===== src/rtl/bcd_updn_cnt.sv =====
// One-digit BCD up/down counter with load, cascade carry and terminal count,
// built as a gate-level netlist of the team cell library (cells follow the top).
module bcd_updn_cnt (
  input  logic       CK,
  input  logic       RN,
  input  logic       EN,
  input  logic       UP,
  input  logic       LD,
  input  logic [3:0] D,
  input  logic       CI,
  output logic [3:0] Q,
  output logic       TC
);

  logic q0_n_s, q3_n_s, up_n_s, en_n_s, ci_n_s;
  logic cnt_s, cnt_n_s, hold_s, ill_s, cup_s, cdn_s, cok_s;
  logic t1u_s, p10_s, t1d_s, p2_s, t2u_s, s2_s, a3n_s, all3_s;
  logic o21_s, is0_s, is9_s, ta_s, tb_s, tt_s, tcn_s, b0_s;
  logic [3:1] up_s, dn_s, bu_s, bd_s;
  logic [3:0] lt_s, x_s, nxt_s;

  inv u_q0n (.A(Q[0]), .Y(q0_n_s));
  inv u_q3n (.A(Q[3]), .Y(q3_n_s));
  inv u_upn (.A(UP),   .Y(up_n_s));
  inv u_enn (.A(EN),   .Y(en_n_s));
  inv u_cin (.A(CI),   .Y(ci_n_s));

  // Mode decode: load wins, then qualified count, else hold.
  nr3  u_cnt  (.A(en_n_s), .B(ci_n_s), .C(LD), .Y(cnt_s));
  inv  u_cntn (.A(cnt_s), .Y(cnt_n_s));
  nr2  u_hold (.A(LD), .B(cnt_s), .Y(hold_s));
  oa21 u_ill  (.A1(Q[2]), .A2(Q[1]), .B(Q[3]), .Y(ill_s));
  nr3  u_cup  (.A(cnt_n_s), .B(ill_s), .C(up_n_s), .Y(cup_s));
  nr3  u_cdn  (.A(cnt_n_s), .B(ill_s), .C(UP), .Y(cdn_s));
  nr2  u_cok  (.A(cnt_n_s), .B(ill_s), .Y(cok_s));

  // Per-direction successors, valid only for legal digits 0..9.
  nr3  u_t1u (.A(q0_n_s), .B(Q[1]), .C(Q[3]), .Y(t1u_s));
  ao21 u_up1 (.A1(Q[1]), .A2(q0_n_s), .B(t1u_s), .Y(up_s[1]));
  nr2  u_p10 (.A(Q[1]), .B(Q[0]), .Y(p10_s));
  oa21 u_t1d (.A1(Q[2]), .A2(Q[3]), .B(p10_s), .Y(t1d_s));
  ao21 u_dn1 (.A1(Q[1]), .A2(Q[0]), .B(t1d_s), .Y(dn_s[1]));
  nd2  u_p2  (.A(Q[1]), .B(Q[0]), .Y(p2_s));
  nr2  u_t2u (.A(Q[2]), .B(p2_s), .Y(t2u_s));
  ao21 u_up2 (.A1(Q[2]), .A2(p2_s), .B(t2u_s), .Y(up_s[2]));
  oa21 u_s2  (.A1(Q[1]), .A2(Q[0]), .B(Q[2]), .Y(s2_s));
  ao21 u_dn2 (.A1(Q[3]), .A2(q0_n_s), .B(s2_s), .Y(dn_s[2]));
  nd3  u_a3n (.A(Q[2]), .B(Q[1]), .C(Q[0]), .Y(a3n_s));
  inv  u_all (.A(a3n_s), .Y(all3_s));
  ao21 u_up3 (.A1(Q[3]), .A2(q0_n_s), .B(all3_s), .Y(up_s[3]));
  or2  u_o21 (.A(Q[2]), .B(Q[1]), .Y(o21_s));
  nr3  u_is0 (.A(o21_s), .B(Q[0]), .C(Q[3]), .Y(is0_s));
  ao21 u_dn3 (.A1(Q[3]), .A2(Q[0]), .B(is0_s), .Y(dn_s[3]));

  // Bit 0 toggles in both directions, so one count term suffices.
  nd2 u_lt0 (.A(LD), .B(D[0]), .Y(lt_s[0]));
  nd2 u_b0  (.A(cok_s), .B(q0_n_s), .Y(b0_s));
  nd2 u_x0  (.A(lt_s[0]), .B(b0_s), .Y(x_s[0]));

  genvar i;
  generate
    for (i = 1; i < 4; i++) begin : g_sel
      nd2 u_lt (.A(LD), .B(D[i]), .Y(lt_s[i]));
      nd2 u_bu (.A(cup_s), .B(up_s[i]), .Y(bu_s[i]));
      nd2 u_bd (.A(cdn_s), .B(dn_s[i]), .Y(bd_s[i]));
      nd3 u_x  (.A(lt_s[i]), .B(bu_s[i]), .C(bd_s[i]), .Y(x_s[i]));
    end
    for (i = 0; i < 4; i++) begin : g_bit
      ao21 u_nxt (.A1(hold_s), .A2(Q[i]), .B(x_s[i]), .Y(nxt_s[i]));
      dffr u_ff  (.D(nxt_s[i]), .CK(CK), .RN(RN), .Q(Q[i]));
    end
  endgenerate

  // Terminal count uses exact 9/0 decodes on Q, never the next-state cone.
  nr3 u_is9 (.A(q3_n_s), .B(o21_s), .C(q0_n_s), .Y(is9_s));
  nd2 u_ta  (.A(UP), .B(is9_s), .Y(ta_s));
  nd2 u_tb  (.A(up_n_s), .B(is0_s), .Y(tb_s));
  nd2 u_tt  (.A(ta_s), .B(tb_s), .Y(tt_s));
  nd2 u_tcn (.A(cnt_s), .B(tt_s), .Y(tcn_s));
  inv u_tc  (.A(tcn_s), .Y(TC));

endmodule

// Cell library. ao/oa cells are non-inverting: ao21 = A1&A2 | B, oa21 = (A1|A2) & B.
module inv (input logic A, output logic Y);
  assign Y = ~A;
endmodule

module nd2 (input logic A, input logic B, output logic Y);
  assign Y = ~(A & B);
endmodule

module nd3 (input logic A, input logic B, input logic C, output logic Y);
  assign Y = ~(A & B & C);
endmodule

module nr2 (input logic A, input logic B, output logic Y);
  assign Y = ~(A | B);
endmodule

module nr3 (input logic A, input logic B, input logic C, output logic Y);
  assign Y = ~(A | B | C);
endmodule

module or2 (input logic A, input logic B, output logic Y);
  assign Y = A | B;
endmodule

module ao21 (input logic A1, input logic A2, input logic B, output logic Y);
  assign Y = (A1 & A2) | B;
endmodule

module oa21 (input logic A1, input logic A2, input logic B, output logic Y);
  assign Y = (A1 | A2) & B;
endmodule

module dffr (
  input  logic D,
  input  logic CK,
  input  logic RN,
  output logic Q
);
  // Storage bit with asynchronous active-low clear
  always_ff @(posedge CK or negedge RN) begin
    if (!RN) Q <= 1'b0;
    else     Q <= D;
  end
endmodule


===== config.mk =====
export PLATFORM = sky130hd
export DESIGN_NAME = bcd_updn_cnt
export DESIGN_NICKNAME = d
export VERILOG_FILES = /design/src/rtl/bcd_updn_cnt.sv
export SDC_FILE = /design/constraint.sdc
export NUM_CORES = 1
export LEC_CHECK = 0
export CAP_MARGIN = 15
export CORE_UTILIZATION = 28
export DETAILED_ROUTE_END_ITERATION = 6
export GPL_TIMING_DRIVEN = 0
export HOLD_SLACK_MARGIN = 0.08
export PLACE_DENSITY = 0.58
export SYNTH_ARGS = -nofsm -noshare
export SYNTH_HDL_FRONTEND = slang
export SYNTH_SLANG_ARGS = --single-unit

===== constraint.sdc =====
create_clock -name CK -period 1.4 [get_ports CK]
set_clock_uncertainty 0.05 [all_clocks]
set_input_delay 0.14 -clock CK [delete_from_list [all_inputs] [get_ports CK]]
set_output_delay 0.14 -clock CK [all_outputs]
set_load 0.02 [all_outputs]

==> metrics.yaml <==
floorplan:
  io_pins: 15
  die-area_mm2: 0.00148
  die_x_um: 38.4
  core_area_mm2: 0.00117
  start_util_pct: 31.7
  die-height_um: 38.4
  rows: 12
clock_tree:
  cts_buffers: 3
  clockBufferDepth: 2
  cts_root_buffer: "clkbuf_4"
  clk_pin_slew_ns: 0.04
  clock_latency_ns: 0.25
  clock-sinks: 4
  htree_levels: 1
  cts_tree: "built"
grt:
  grt_max_degree: 11
  grt_pass1_wl_um: 1710
  grt_pass1_vias: 381
  antenna_found_initial: 0
  grt_overflow_total: 0
  grt_use_total_pct: 17.8
drt:
  drc_errors: 0
  wl_met1_um: 437
  drtIter0Drc: 7
  drt-total-wl_um: 1100
  top_layer: "met4"
  drt_pass1_iterations: 4
  num_vias: 432
  wl_met3_um: 51
  routed-wl-met2_um: 569
  wl_per_cell_um: 13.8
  vias_per_cell: 5.40
  ant_nets: 0
layout:
  synthToLayoutAreaGrowth_pct: 68.4
  fin_cells: 80
  multiInputGateArea_um2: 255
  reg_top3: "g_bit.u_ff.Q (4)"
  drive_gt1_share_pct: 40.9
  final_common_cell: "buf_4"
  largest_reg_flops: 4
  layout.nets: 78
  seq_area_um2: 104
  largest_register: "g_bit.u_ff.Q"
  stdcell_area_um2: 626
  insertedDiodeCount: 0
  fill_cells: 114
  final_cell_mix: "buf_4, clkdlybuf4s50_1"
timing:
  slew_viol_final: 0
  fmax_ghz: 0.591
  min_period_ns: 1.69
  finalCritPeriodShare_pct: 121
  worst_slack_ns: -0.293
  slew_headroom_pct: 66.3
  setup_viol: 3
  worst_slew_pin_slew_ns: 0.506
  finalHoldViolCount: 0
  grt_setup_unrepaired: "true"
synthesis:
  yosys_warnings: 0
  avgSynthCellArea_um2: 8.26
  syn_inst: 45
  synthMuxAreaShare_pct: 0
  synth_compound_area_share_pct: 37.0
  synth_nets: 55
  synthArstFlopShare_pct: 100
  synth_cell_type_count: 26
  ys_seq_elements: 4
  synth_edf_count: 0
  synth_flop_cell: "dfrtp_1"
  netlist_area_um2: 372
  yosysSeqAreaShare_pct: 26.9
  synth_fa_ha_area_share_pct: 0
  synth_xor_area_share_pct: 0
  yosys.area_share.simple_pct: 20.9
  synth_top_family_by_area: "compound AO/OA/AOI/OAI gates"
setup_path:
  critical_path_arrival_ns: 1.50
  timing.rr.start: "g_bit[1].u_ff.Q"
  cp_max_fo: 3
  cp.required_ns: 1.21
  rrSetupSlack_ns: -0.02
  critPathKind: "flop to primary output"
  endpoint_kind: "primary output"
  regToRegEndpoint: "g_bit[3].u_ff.Q"
  reg2reg_depth: 3
  cp-start-kind: "flop"
hold_path:
  hold_depth: 3
  hold_path_startpoint: "UP"
  min_to: "g_bit[3].u_ff.Q"
  hold_path_class: "input port to flop"
place:
  dp_cells: 71
  place_area_um2: 534
  port_buffers: 12
  pre_cts_ws_ns: -0.561
  dp_hpwl_um: 661
  place_congestion: 0.743
pwr:
  p_per_area_mw_per_mm2: 875
  p_leak_nw: 0.272
  max-vdd-ir-drop_v: 0.000385
run:
  drv_cap: 0
outcome:
  violations: "negative setup slack"
  status: "complete, but fails checks"
[routing by layer]
metal	GRT usage [%]	vias to the layer above
li1	-	208
met1	20.8	203
met2	28.0	17
met3	2.33	4
met4	15.5	0
met5	0	-
[metrics by stage]
stage	power, mW	hold slack, ns	setup TNS [ns]	util [%]
floorplan	0.277	-0.206	0	-
global placement	0.344	0.314	-1.15	45.6
detailed placement	0.344	0.317	-1.20	45.6
CTS	0.519	0.204	-0.312	50.1
global route	0.582	0.198	-0.381	53.4
finish	0.548	0.203	-0.312	53.4
[what timing repair did]
| item | in CTS | in global routing |
|---|---|---|
| endpoints found under the hold margin | 4 | 0 |
| setup buffers | 2 | 3 |
| hold buffers | 1 | 0 |
| gates cloned | 0 | 0 |
| resized for setup | 17 | 5 |
| endpoints found under the setup margin | 9 | 4 |
| pin swaps | 6 | 2 |
[layout make-up]
class                      count  area share [%]
timing repair buffer          18            25.6
tap                           14            2.80
buffer                         7            9.40
sequential                     4            16.6
inverter                       2            1.20
clock buffer                   3            3.60
multi-input combinational     32            40.8
[how the worst max path moves through the flow]
stage | start | to | cells after the start
after floorplan | g_bit[3].u_ff.Q | TC | 2
after global placement | g_bit[0].u_ff.Q | TC | 4
after detailed placement | g_bit[0].u_ff.Q | TC | 4
after CTS | g_bit[0].u_ff.Q | TC | 3
after global routing | g_bit[0].u_ff.Q | TC | 3
final | g_bit[0].u_ff.Q | TC | 3
[cells by family after synthesis]
kind of cell           after synthesis
AOI/OAI and AO/OA                   18
buffers and inverters                9
DFF                                  4
and+or+nand+nor                     14
[worst max-delay path, stage by stage (launching register included)]
cell       delay [ns]
dfrtp_1          0.40
or3_4            0.39
a2111oi_4        0.28
buf_4            0.19
[report_power, final]
part	switching (mW)	internal, mW	total [mW]	leakage [nW]
Sequential	0.0138	0.131	0.145	0.0454
Combinational	0.111	0.136	0.247	0.213
Clock	0.0594	0.0967	0.156	0.0138
[synth_stat cells (2+ instances only)]
| cell type | number | share of area [%] |
|---|---|---|
| a21oi_1 | 2 | 2.7 |
| a22oi_1 | 3 | 6.1 |
| buf_4 | 4 | 8.1 |
| clkbuf_1 | 2 | 2.0 |
| dfrtp_1 | 4 | 27 |
| inv_1 | 2 | 2.0 |
| nand2_1 | 2 | 2.0 |
| nand3_1 | 3 | 4.0 |
| nor2b_1 | 3 | 5.1 |
| o211a_1 | 2 | 5.4 |
| o31ai_1 | 3 | 6.1 |
Power figures use the tool's default switching activity.
